### src/rtl/calc_share_arbiter.sv
// calc_share_arbiter: round-robin sharing of one calculator between two requesters,
// with a calculator clear whenever the chained accumulator would change hands.
module calc_share_arbiter #(
    parameter int SETTLE_CYC = 2
) (
    input  logic        clk,
    input  logic        rst,
    input  logic        req0,
    input  logic        req1,
    input  logic        clr0,
    input  logic        clr1,
    input  logic [7:0]  num1_0,
    input  logic [7:0]  num1_1,
    input  logic [7:0]  num2_0,
    input  logic [7:0]  num2_1,
    input  logic [2:0]  func_0,
    input  logic [2:0]  func_1,
    output logic [1:0]  gnt,
    output logic [1:0]  done,
    output logic [1:0]  err,
    output logic [31:0] result,
    output logic        calc_rst,
    output logic        calc_button,
    output logic [7:0]  calc_num1,
    output logic [7:0]  calc_num2,
    output logic [2:0]  calc_func,
    input  logic [31:0] cal_result
);
    localparam int CW = (SETTLE_CYC > 1) ? $clog2(SETTLE_CYC) : 1;
    typedef enum logic [2:0] {S_IDLE, S_CHK, S_CLR, S_FIRE, S_WAIT, S_DONE, S_ERR} state_t;
    state_t        r_state;
    logic          r_rr_ptr, r_win, r_clr, r_owner, r_owner_vld;
    logic [CW-1:0] r_cnt;
    logic [1:0]    r_gnt, r_done, r_err;
    logic [31:0]   r_result;
    logic          r_calc_rst, r_calc_button;
    logic [7:0]    r_num1, r_num2;
    logic [2:0]    r_func;
    logic          w_win, w_illegal, w_need_clr;
    // r_rr_ptr names the requester that wins a tie; it flips away from every winner
    assign w_win      = (req0 && req1) ? r_rr_ptr : req1;
    assign w_illegal  = ((r_func == 3'd3 || r_func == 3'd4) && r_num2 == 8'd0) || r_func >= 3'd6;
    assign w_need_clr = !r_owner_vld || r_owner != r_win || r_clr;
    always_ff @(posedge clk) begin
        if (rst) begin
            r_state       <= S_IDLE;
            r_rr_ptr      <= 1'b0;
            r_win         <= 1'b0;
            r_clr         <= 1'b0;
            r_owner       <= 1'b0;
            r_owner_vld   <= 1'b0;
            r_cnt         <= '0;
            r_gnt         <= 2'b00;
            r_done        <= 2'b00;
            r_err         <= 2'b00;
            r_result      <= 32'd0;
            r_calc_rst    <= 1'b0;
            r_calc_button <= 1'b0;
            r_num1        <= 8'd0;
            r_num2        <= 8'd0;
            r_func        <= 3'd0;
        end else begin
            r_done        <= 2'b00;
            r_err         <= 2'b00;
            r_calc_rst    <= 1'b0;
            r_calc_button <= 1'b0;
            case (r_state)
                S_IDLE: if (req0 || req1) begin
                    r_win    <= w_win;
                    r_rr_ptr <= ~w_win;
                    r_num1   <= w_win ? num1_1 : num1_0;
                    r_num2   <= w_win ? num2_1 : num2_0;
                    r_func   <= w_win ? func_1 : func_0;
                    r_clr    <= w_win ? clr1 : clr0;
                    r_gnt    <= w_win ? 2'b10 : 2'b01;
                    r_state  <= S_CHK;
                end
                S_CHK: begin
                    if (w_illegal) begin
                        r_err   <= r_gnt;
                        r_state <= S_ERR;
                    end else if (w_need_clr) begin
                        r_calc_rst <= 1'b1;
                        r_state    <= S_CLR;
                    end else begin
                        r_calc_button <= 1'b1;
                        r_state       <= S_FIRE;
                    end
                end
                S_CLR: begin
                    r_owner       <= r_win;
                    r_owner_vld   <= 1'b1;
                    r_calc_button <= 1'b1;
                    r_state       <= S_FIRE;
                end
                S_FIRE: begin
                    r_cnt   <= '0;
                    r_state <= S_WAIT;
                end
                S_WAIT: begin
                    if (r_cnt == CW'(SETTLE_CYC - 1)) begin
                        r_result <= cal_result;
                        r_done   <= r_gnt;
                        r_state  <= S_DONE;
                    end else begin
                        r_cnt <= r_cnt + 1'b1;
                    end
                end
                S_DONE, S_ERR: begin
                    r_gnt   <= 2'b00;
                    r_state <= S_IDLE;
                end
                default: r_state <= S_IDLE;
            endcase
        end
    end
    assign gnt         = r_gnt;
    assign done        = r_done;
    assign err         = r_err;
    assign result      = r_result;
    assign calc_rst    = r_calc_rst;
    assign calc_button = r_calc_button;
    assign calc_num1   = r_num1;
    assign calc_num2   = r_num2;
    assign calc_func   = r_func;
endmodule

### config.mk
export PLATFORM = sky130hd
export DESIGN_NAME = calc_share_arbiter
export DESIGN_NICKNAME = d
export VERILOG_FILES = /design/src/rtl/calc_share_arbiter.sv
export SDC_FILE = /design/constraint.sdc
export NUM_CORES = 1
export LEC_CHECK = 0
export ABC_AREA = 0
export BUFFER_PORTS_ARGS = -buffer_cell sky130_fd_sc_hd__buf_2
export CORE_ASPECT_RATIO = 1.4
export CORE_UTILIZATION = 47
export CTS_BUF_LIST = sky130_fd_sc_hd__clkbuf_8
export CTS_CLUSTER_DIAMETER = 120
export DETAILED_ROUTE_END_ITERATION = 10
export PLACE_DENSITY_LB_ADDON = 0.05
export SYNTH_ARGS = -nofsm -noshare
export SYNTH_HDL_FRONTEND = slang
export SYNTH_SLANG_ARGS = --single-unit
export TNS_END_PERCENT = 30
### constraint.sdc
create_clock -name clk -period 1.45 [get_ports clk]
set_input_delay 0.29 -clock clk [delete_from_list [all_inputs] [get_ports clk]]
set_output_delay 0.29 -clock clk [all_outputs]
set_load 0.1 [all_outputs]
Word level (Yosys, flattened, before mapping)
Cells that the tools add are included.

Register bits after elaboration: 68. Bits in latches: 0. Memory bits (writable): 0. Bits in read-only memories: 0. Output and inout port bits: 59. Logic and storage cells: 73. Memories: 0.

Add/subtract/negate cells: 1. Multiply operators: 0. Div/mod/pow operators: 0. $lt $le $gt $ge: 1. Eq/ne operators: 11. Shift operators: 0. Muxes and demuxes: 19. Bitwise gates (word level): 5. Reductions and logical operators: 20.

Operators with widths (number): 8-bit two-way mux (2); 3-bit case mux with 5 select lines (1); 3-bit equality test, second input constant (4); 3-bit two-way mux (4); 3-bit by 2-bit equality test with 1-bit output, second input constant (3); 3-bit OR reduction (3); 8-bit zero test (1); 2-bit AND reduction (4); 1-bit two-way mux (7); 1-bit logical OR (5); 1-bit NOT (5); 2-bit two-way mux (2); 2-bit != test, second input constant (2); 1-bit case mux with 2 select lines (2); 2-bit case mux with 2 select lines (1); 2-bit nonzero test (2); 3-bit by 1-bit equality test with 1-bit output, second input constant (1); 3-bit greater-or-equal comparator, second input constant (1); 3-bit zero test (1); 1-bit logical AND (2); 2-bit OR reduction (1); 1-bit adder, second input constant (1); 1-bit zero test (1); 1-bit != test (1).

Longest topological paths before layout
Gate-level depths: netlist of run 1.

Depth in word-level cells: 6. Mapped depth: 7. Gate-level depth less buffers: 4.

Worst setup path after synthesis of run 1
OpenSTA, ideal clock, no wires.

Path kind: reg2reg. Start point: register r_func[2] (netlist: calc_func[2]). End point: register r_state[2]. Arrival time: 1651 ps. Data required time: 1363 ps. Setup slack: -288 ps. Stages on the path, launching flop included: 5. Period minus slack after synthesis: 1738 ps. Cells stage by stage: dfxtp_1 -> nor2b_1 -> o211ai_1 -> and3b_1 -> o31ai_1.

Longest elaborated chain between the ends: 6. Elaborated cells between the ends (all ways): 8. Those cells by class: order compare (1); eq/ne (2); mux (2); reduce/logical (3).

Ends and longest elaborated chain: from (decl) (line 38) `logic [2:0] r_func;`; from (signal assigned) (line 73) `r_func <= w_win ? func_1 : func_0;`; branches (longest 3 deep; another with 3-bit greater-or-equal comparator); 1-bit logical OR * (line 42) `assign w_illegal = ((r_func == 3'd3 || r_func == 3'd4) && r_num2 == 8'd0) || r_func >= 3'd6;`; 3-bit two-way mux * (line 79) `if (w_illegal) begin`; 3-bit case mux with 5 select lines * (line 67) `case (r_state)`; to (signal assigned) (line 46) `r_state <= S_IDLE;`; to (signal assigned) (line 81) `r_state <= S_ERR;`; to (signal assigned) (line 84) `r_state <= S_CLR;`; to (decl) (line 31) `state_t r_state;`.

Every way passes the cells marked *. A chain may end at the register's enable or synchronous reset.

Worst setup path in the final report of run 1
Start point: register r_func[1] (netlist: calc_func[1]). End point: output calc_func[1].

RTL lines: to (decl) (line 26) `output logic [2:0] calc_func,`.

No word-level cell between the ends.

==> flow_summary.toml, run 1 <==
[status]
run_status = "finished, final reports clean"

[worst_setup_path]
cp_data_arrival_time_ns = 1.12
worstSetupPathType = "flip-flop to output port"
path_depth = 1
crit_buf_inv = 1
slowest_delay_ns = 0.43
cp_cell_sequence = "buf_2"
crit_start = "calc_func[1]$_SDFFE_PP0P_"
reg2reg_from = "r_state[2]$_SDFFE_PP0P_"
reg2reg_depth = 3
worstPathRequired_ns = 1.16
cp_max_fo = 4
start_kind = "flip-flop"
endpoint_kind = "output port"
critical-path-top-delay-family = "buffers and inverters"
critPathSlowestCell = "buf_2"

[power_and_ir_drop]
p_comb_share_pct = 38.2
netSwitchingPower_mw = 2.635
powerDensity_nw_per_um2 = 1679
power_frac_seq_pct = 35.4
clock_power_share_pct = 26.4
max-vdd-ir-drop_uv = 1087
intPower_mw = 3.756
switching_share_pct = 41.23
leakage_nw = 1.793

[min_path]
min_path_type = "input port to flip-flop"
hold_path_startpoint = "cal_result[17]"
holdPathStages = 3

[timing]
period_minus_slack_ns = 1.415
setup_viol = 0
finalCritPeriodShare_pct = 97.55
tns_ns = 0
rsz0062_at_grt = "false"
fmax_mhz = 707.0
clock_skew_ns = 0.009418
fin_ws_ns = 0.03549
slew_headroom_pct = 66.81
finalHoldViolCount = 0
worstMarginPinSlew_ns = 0.5013
timing.hold.ws_ns = 0.1815
final_max_slew_viol_count = 0

[synthesis]
syn_avg_cell_area_um2 = 9.005
yosysTopAreaCell = "dfxtp_1"
synthTopCellsByArea = "dfxtp_1 (49%), nand2_1 (9.3%), a211oi_2 (8.1%), mux2i_1 (7.2%), a21oi_1 (6.7%)"
synth_area_um2 = 2783
synth_flop_cell = "dfxtp_1"
synth_nets = 385
synth_top_area_share_pct = 48.92
yosysWarnings = 0
synth_commonest_cells = "nand2_1 (69), dfxtp_1 (68), a21oi_1 (37), nor2_1 (29), mux2i_1 (20)"
postSynthCellCount = 309
synth_cell_types = 37
synth_edf_count = 0
post-synth-top-count-cell = "nand2_1"
ys_seq_elements = 68
yosysSeqAreaShare_pct = 48.92
async_flop_share_pct = 0

[placed_design]
dp_slack_ns = -0.01198
dp_hpwl_um = 4481
dp.cells = 497
io_buffers = 134
gp_congestion = 0.7529
placed_area_um2 = 3557

[detailed_routing]
avgRoutedWirePerCell_um = 12.43
detail_route.iter0.violations = 103
drc = 0
first_pass_iters = 4
viasPerCell = 5.014
num_vias = 2582
ant_nets = 0
finalWirelength_um = 6401

[global_routing]
grt_overflow_total = 0
grt_pass1_wl_um = 9970
grt.total_usage_pct = 21.02
first_global_vias = 2362
antenna_found_initial = 0
grt_max_degree = 35

[run]
maxCapViolations = 0

[floorplan]
start_util_pct = 49.64
core_um2 = 5605
ios = 135
die_w_um = 67.03
num_rows = 32
die_y_um = 93.04
dieArea_um2 = 6236

[final_layout]
finalInstanceArea_um2 = 3806
diodes = 0
area_growth_pct = 36.78
fin_cells = 515
drive_gt1_share_pct = 43.62
nets = 518

[clock_network]
cts_tree = "yes"
cts-root-buf = "clkbuf_8"
clk_path_buf_depth = 2
cts_buffers = 9
clk_pin_slew_worst_paths_ns = 0.07
clk-insertion-delay-late_ns = 0.34
postCtsHoldBufs = 0
clock-sinks = 68
h-tree-depth = 3
final timing paths:
path / end / slack [ns]
worst max-delay path: calc_func[1] / 0.04
worst min register to register: result[0]$_SDFFE_PP0P_ / 0.45
worst min-delay path: result[17]$_SDFFE_PP0P_ / 0.18
worst max register to register: r_state[0]$_SDFFE_PP0P_ / 0.10
kinds of logic after synthesis:
kind of cell / Yosys count / synth area share, %
XOR/XNOR: 1 / 0.3148
AO/OA/AOI/OAI: 68 / 18.30
multiplexers: 20 / 7.194
AND/OR/NAND/NOR: 126 / 20.23
buffers and inverters: 26 / 5.036
flip-flops: 68 / 48.92
per-layer routing:
metal	wire length [um]	up-vias	share of wire, %	global-route usage [%]
li1	-	1315	-	-
met1	2779	1170	43	22.10
met2	3081	84	48	37.33
met3	434	13	6.8	6.341
met4	106	0	1.7	9.043
met5	0	-	0	0
state kept, by name (all words and copies together) (netlist names):
signal / cells
r_owner_vld: 1
r_owner: 1
r_state: 3
calc_rst: 1
calc_button: 1
err: 2
r_rr_ptr: 1
r_cnt: 1
result: 32
calc_num1: 8
r_clr: 1
done: 2
calc_num2: 8
gnt: 2
calc_func: 3
r_win: 1
repair_timing:
item                                    in CTS  in global routing
pin swaps                                    0                  1
endpoints found under the setup margin       1                 14
endpoints found under the hold margin        0                  0
gates resized for setup                      1                  5
cloned                                       0                  0
setup buffers                                0                  2
per-stage QoR:
stage	power [mW]	util, %
floorplan	4.270	-
global placement	4.670	63.46
detailed placement	4.714	63.46
CTS	6.405	67.37
global route	6.662	67.90
finish	6.390	67.90
final cells by class:
cell class	instances	area, um2
fillers	500	1799
flip-flops and latches	68	1380
multi-input cells	215	1287
repair buffers	146	828.3
clock buffers	10	137.6
well taps	68	85.08
clock inverters	6	80.08
inverters	2	7.507
power groups by stage:
stage	logic [mW]	clock network (mW)	registers, mW
after floorplan	0.858	0	3.41
after global placement	2.38	0	2.29
after detailed placement	2.41	0	2.30
after CTS	2.42	1.73	2.26
after global routing	2.57	1.80	2.29
final	2.44	1.69	2.26
placed cells by master (no fill, tap or decap), drive strengths merged:
cell type	n
nor3b	2
nand2	69
nand3b	1
dfxtp	68
or3	2
o32ai	1
and3	3
clkinvlp	1
buf	144
o211ai	2
and2	1
or4b	1
xnor2	1
a21o	1
or4	1
o21bai	1
inv	4
clkinv	1
o31ai	2
clkbuf	12
a2bb2oi	1
mux2i	20
a211oi	21
nand2b	5
o21ai	2
a21oi	37
nor2	30
nor2b	1
nor3	3
and3b	1
bufinv	2
nor4	4
nand3	2
Note: power is estimated with default switching activity, not from simulation.
==> run 2, diff against run 1 <==
--- a/config.mk
+++ b/config.mk
@@ -7,7 +7,8 @@
 export LEC_CHECK = 0
 export ABC_AREA = 0
+export ABC_CLOCK_PERIOD_IN_PS = 1450
 export BUFFER_PORTS_ARGS = -buffer_cell sky130_fd_sc_hd__buf_2
 export CORE_ASPECT_RATIO = 1.4
-export CORE_UTILIZATION = 47
+export CORE_UTILIZATION = 35
 export CTS_BUF_LIST = sky130_fd_sc_hd__clkbuf_8
 export CTS_CLUSTER_DIAMETER = 120
==> constraint.sdc (replaced) <==
create_clock -name clk -period 1.45 [get_ports clk]
set_input_delay 0.29 -clock clk [delete_from_list [all_inputs] [get_ports clk]]
set_output_delay 0.29 -clock clk [all_outputs]
set_load 0.05 [all_outputs]
==> run 2 against run 1 <==
Against the previous run:
- non-clock buffer count up 7
- final cell count rose by 7.4%
- die area up 33%
- sequential share of layout area shrank 0.74 points
- maximum frequency rose by 3.6%
- critical path depth grew 1
- largest cell class unchanged
==> flow_summary.toml, run 2 (synthesis gave the netlist of run 1 again) <==
[timing]
rsz0062_at_grt = "false"
fin_ws_ns = 0.08445
worstMarginPinSlew_ns = 0.4307
fmax_mhz = 732.3
setup_viol = 0
slew_headroom_pct = 71.29
timing.hold.ws_ns = 0.1807
period_minus_slack_ns = 1.366
finalHoldViolCount = 0
clock_skew_ns = 0.006311
final_max_slew_viol_count = 0
finalCritPeriodShare_pct = 94.18

[worst_setup_path]
crit_buf_inv = 2
slowest_delay_ns = 0.36
worstPathRequired_ns = 1.16
critical-path-top-delay-family = "buffers and inverters"
worstSetupPathType = "flip-flop to output port"
cp_data_arrival_time_ns = 1.08
cp_max_fo = 2
start_kind = "flip-flop"
endpoint_kind = "output port"
critPathSlowestCell = "dfxtp_1"
cp_cell_sequence = "buf_4 -> buf_2"

[power_and_ir_drop]
intPower_mw = 3.600
netSwitchingPower_mw = 2.045
leakage_nw = 1.806
p_comb_share_pct = 33.5
power_frac_seq_pct = 39.7
powerDensity_nw_per_um2 = 1466
p_total_mw = 5.644
clock_power_share_pct = 26.8
switching_share_pct = 36.22
max-vdd-ir-drop_uv = 652.1

[floorplan]
start_util_pct = 35.91
die_y_um = 107.5
dieArea_um2 = 8316
ios = 135
core_um2 = 7750
num_rows = 38
die_w_um = 77.36

[placed_design]
dp.cells = 536
dp_slack_ns = -0.001286
dp_hpwl_um = 4825
io_buffers = 134
gp_congestion = 0.7445
placed_area_um2 = 3623

[global_routing]
grt_max_degree = 35
first_global_vias = 2401
antenna_found_initial = 0
grt.total_usage_pct = 16.79
grt_overflow_total = 0
grt_pass1_wl_um = 10760

[clock_network]
clk_path_buf_depth = 2
h-tree-depth = 3
cts_tree = "yes"
cts_buffers = 9
clock-sinks = 68
cts-root-buf = "clkbuf_8"
clk_pin_slew_worst_paths_ns = 0.07
postCtsHoldBufs = 0
clk-insertion-delay-late_ns = 0.34

[detailed_routing]
detail_route.iter0.violations = 54
num_vias = 2594
ant_nets = 0
drc = 0
first_pass_iters = 4
finalWirelength_um = 6602
avgRoutedWirePerCell_um = 11.94
viasPerCell = 4.691

[final_layout]
area_growth_pct = 38.35
drive_gt1_share_pct = 43.05
final_cell_mix = "buf_2 (134), nand2_1 (69), dfxtp_1 (65)"
diodes = 0
fin_cells = 553
finalInstanceArea_um2 = 3850
largest_register_ffs = 32
mostFrequentLayoutCell = "buf_2"
nets = 525

[run]
maxCapViolations = 0

[min_path]
min_path_type = "input port to flip-flop"

[status]
run_status = "finished, final reports clean"
-- run 2: metal layers --
metal  routed length (um)  track usage (%)
met4                  121            9.299
met5                    0                0
met1                 2769            17.61
met2                 3250            29.65
met3                  460            5.085
-- run 2: timing repair --
item	in CTS	in global routing
pin swaps	1	1
endpoints found under the setup margin	5	54
setup buffers	0	2
gates resized for setup	1	6
hold endpoints to repair	0	0
-- run 2: path summary, 6_finish.rpt --
| kind | from | endpoint | depth (start not counted) | slack [ns] |
|---|---|---|---|---|
| hold / removal | cal_result[8] | result[8]$_SDFFE_PP0P_ | 3 | 0.18 |
| setup reg to reg | r_state[1]$_SDFFE_PP0P_ | r_state[0]$_SDFFE_PP0P_ | 4 | 0.10 |
| hold reg to reg | result[20]$_SDFFE_PP0P_ | result[20]$_SDFFE_PP0P_ | 2 | 0.45 |
| setup / recovery | calc_num2[2]$_SDFFE_PP0P_ | calc_num2[2] | 2 | 0.08 |
-- run 2: worst register-to-register path, delay by kind of cell, from the launching register on --
kind / cells / cell delay (ns)
and+or+nand+nor: 2 / 0.52
AOI/OAI and AO/OA: 2 / 0.35
DFF: 1 / 0.39
-- run 2: area by class of cell --
type | count | area (um2)
Clock buffer | 10 | 137.6
Clock inverter | 5 | 52.55
Tap cell | 100 | 125.1
Inverter | 2 | 7.507
Multi-Input combinational cell | 215 | 1296
Fill cell | 768 | 3900
Sequential cell | 68 | 1368
Timing Repair Buffer | 153 | 863.3
-- run 2: power by group through the flow --
stage | clock network [mW] | registers (mW) | logic [mW]
after floorplan | 0 | 2.79 | 0.857
after global placement | 0 | 2.27 | 1.86
after detailed placement | 0 | 2.28 | 1.88
after CTS | 1.57 | 2.24 | 1.88
after global routing | 1.65 | 2.27 | 2.04
final | 1.51 | 2.24 | 1.89
-- run 2: per-stage QoR --
step	setup TNS, ns	utilization, %
global placement	0	46.75
finish	0	49.68
global route	0	49.68
CTS	0	49.23
detailed placement	-0.001286	46.75
floorplan	0	-
==> run 3, diff against run 2 <==
ABC_AREA = 1   (was 0)
==> run 3 against run 2 <==
Against the previous run:
- flip-flop and latch count unchanged
- setup slack improved by 0.080 ns
- routed wire length increased by 3.4%
- register-to-register slack improved by 0.09 ns
- sequential power shrank 4%
- cell area shrank 2.5%
- maximum frequency rose by 6.2%
- critical path type unchanged
- largest cell class unchanged
- largest power group unchanged
==> flow_summary.toml, run 3 <==
[power_and_ir_drop]
intPower_mw = 3.422
switching_share_pct = 34.78
clock_power_share_pct = 33.3
powerDensity_nw_per_um2 = 1397
power_frac_seq_pct = 40.9
netSwitchingPower_mw = 1.825
p_comb_share_pct = 25.7
max-vdd-ir-drop_uv = 755.2
leakage_nw = 1.767

[detailed_routing]
first_pass_iters = 4
viasPerCell = 4.722
finalWirelength_um = 6826
ant_nets = 0
avgRoutedWirePerCell_um = 11.41
drc = 0
detail_route.iter0.violations = 84
num_vias = 2824

[min_path]
hold_path_end = "calc_num1[6]$_SDFFE_PP0P_"
hold_path_startpoint = "num1_1[6]"
holdPathStages = 3
min_path_type = "input port to flip-flop"

[floorplan]
ios = 135
core_um2 = 7453
start_util_pct = 36.75
die_w_um = 76.77
dieArea_um2 = 8189
num_rows = 37
die_y_um = 106.7

[clock_network]
cts_buffers = 9
postCtsHoldBufs = 0
h-tree-depth = 3
cts_tree = "yes"
clk_pin_slew_worst_paths_ns = 0.07
clk-insertion-delay-late_ns = 0.35
clock-sinks = 68
clk_path_buf_depth = 2
cts-root-buf = "clkbuf_8"

[worst_setup_path]
crit_buf_inv = 1
critical-path-top-delay-family = "flip-flops"
rrSetupSlack_ns = 0.19
cp_max_fo = 4
reg2reg_depth = 6
critPathSlowestCell = "dfxtp_1"
worstSetupPathType = "flip-flop to output port"
cp_data_arrival_time_ns = 1.00
slowest_delay_ns = 0.37
reg2reg_from = "r_state[1]$_SDFFE_PP0P_"
r2r_end = "result[7]$_SDFFE_PP0P_"
start_kind = "flip-flop"
cp_cell_sequence = "buf_2"
endpoint_kind = "output port"
worstPathRequired_ns = 1.16

[synthesis]
syn_avg_cell_area_um2 = 7.483
synthTopCellsByArea = "dfxtp_1 (50%), a21oi_1 (12%), nand3_1 (7.1%), nand2_1 (6.9%), nor2_1 (5.1%)"
synth_area_um2 = 2739
synth_flop_cell = "dfxtp_1"
yosysSeqAreaShare_pct = 49.70
synth_commonest_cells = "dfxtp_1 (68), a21oi_1 (63), nand2_1 (50), nand3_1 (39), nor2_1 (37)"
synth_top_area_share_pct = 49.70
async_flop_share_pct = 0
yosysWarnings = 0
postSynthCellCount = 366
synth_nets = 442
synth_cell_types = 18
yosysTopAreaCell = "dfxtp_1"
synth_edf_count = 0
ys_seq_elements = 68
post-synth-top-count-cell = "dfxtp_1"

[timing]
tns_ns = 0
fin_ws_ns = 0.1640
rsz0062_at_grt = "false"
clock_skew_ns = 0.01281
finalHoldViolCount = 0
final_max_slew_viol_count = 0
worstMarginPinSlew_ns = 0.2796
setup_viol = 0
fmax_mhz = 777.6
period_minus_slack_ns = 1.286
finalCritPeriodShare_pct = 88.69
slew_headroom_pct = 81.29

[global_routing]
antenna_found_initial = 0
grt_pass1_wl_um = 11090
grt.busiest_layer = "met2"
grt_use_met3_pct = 5.106
grt_use_met2_pct = 29.34
grt.total_usage_pct = 17.11
met1_usage_pct = 18.77
first_global_vias = 2522
grt_max_degree = 42
grt_overflow_total = 0

[placed_design]
io_buffers = 134
dp_slack_ns = 0.1287
dp_hpwl_um = 4797
gp_congestion = 0.7500

[final_layout]
drive_gt1_share_pct = 33.73
fin_util_pct = 50.38
area_growth_pct = 37.09
diodes = 0
mostFrequentLayoutCell = "buf_2"
final_cell_mix = "buf_2 (134), dfxtp_1 (67), a21oi_1 (63)"
largest_register_ffs = 32
nets = 572

[status]
run_status = "finished, final reports clean"

[run]
maxCapViolations = 0
## run 3: cell count changes after synthesis, sizes merged, moves of 3 or more
cell	delta
o21ai	+41
nand3	+37
inv	+33
a21oi	+26
a211oi	-21
mux2i	-20
nand2	-18
nor2	+7
nand2b	-5
nor4	-4
and3	-3
## run 3: power by group through the flow
stage                     Sequential [mW]  Combinational, mW  Clock (mW)
after detailed placement             2.19               1.36           0
after CTS                            2.15               1.37        1.81
after global placement               2.18               1.36           0
after floorplan                      2.62              0.547           0
final                                2.15               1.35        1.75
after global routing                 2.17               1.49        1.88
## run 3: area by class of cell
class / instances / area [um2]
Clock buffer: 9 / 123.9
Clock inverter: 7 / 97.59
Fill cell: 786 / 3699
Inverter: 35 / 131.4
Multi-Input combinational cell: 238 / 1135
Sequential cell: 68 / 1363
Tap cell: 97 / 121.4
Timing Repair Buffer: 144 / 783.3
## run 3: worst max path at each step
stage	startpoint	to	slack, ns	cells past startpoint
2_1_floorplan	calc_func[2]$_SDFFE_PP0P_	r_state[2]$_SDFFE_PP0P_	0.23	6
3_3_place_gp	r_state[1]$_SDFFE_PP0P_	result[0]$_SDFFE_PP0P_	0.17	6
3_5_place_dp	req0	gnt[1]$_SDFFE_PP0P_	0.13	7
4_1_cts	r_state[0]$_SDFFE_PP0P_	result[7]$_SDFFE_PP0P_	0.12	6
5_1_grt	r_state[1]$_SDFFE_PP0P_	calc_num2[3]$_SDFFE_PP0P_	0.01	7
6_report	calc_func[2]$_SDFFE_PP0P_	calc_func[2]	0.16	1
## run 3: layer usage
| metal | part of all wire, % | vias to the layer above | wire [um] |
|---|---|---|---|
| li1 | - | 1466 | - |
| met1 | 41 | 1260 | 2812 |
| met2 | 50 | 86 | 3444 |
| met3 | 6.4 | 12 | 438 |
| met4 | 1.9 | 0 | 131 |
| met5 | 0 | - | 0 |
## run 3: metrics by stage
stage	total power, mW	cells	instance area [um2]	hold slack [ns]
floorplan	3.164	366	2739	0.4284
CTS	5.316	598	3745	0.1558
detailed placement	3.549	582	3523	0.4489
finish	5.246	598	3755	0.1668
global route	5.544	598	3755	0.1586
global placement	3.538	582	3523	0.4455
## run 3: kinds of logic (layout without fill, tap and decap cells)
group | Yosys count | after routing | synth area share [%]
and+or+nand+nor | 130 | 130 | 20.79
AOI/OAI and AO/OA | 108 | 108 | 19.92
DFF | 68 | 68 | 49.70
buffers and inverters | 60 | 195 | 9.594
## run 3: what timing repair did
action,in CTS,in global routing
buffers inserted,0,0
resized for setup,0,2
setup endpoints to repair,0,7
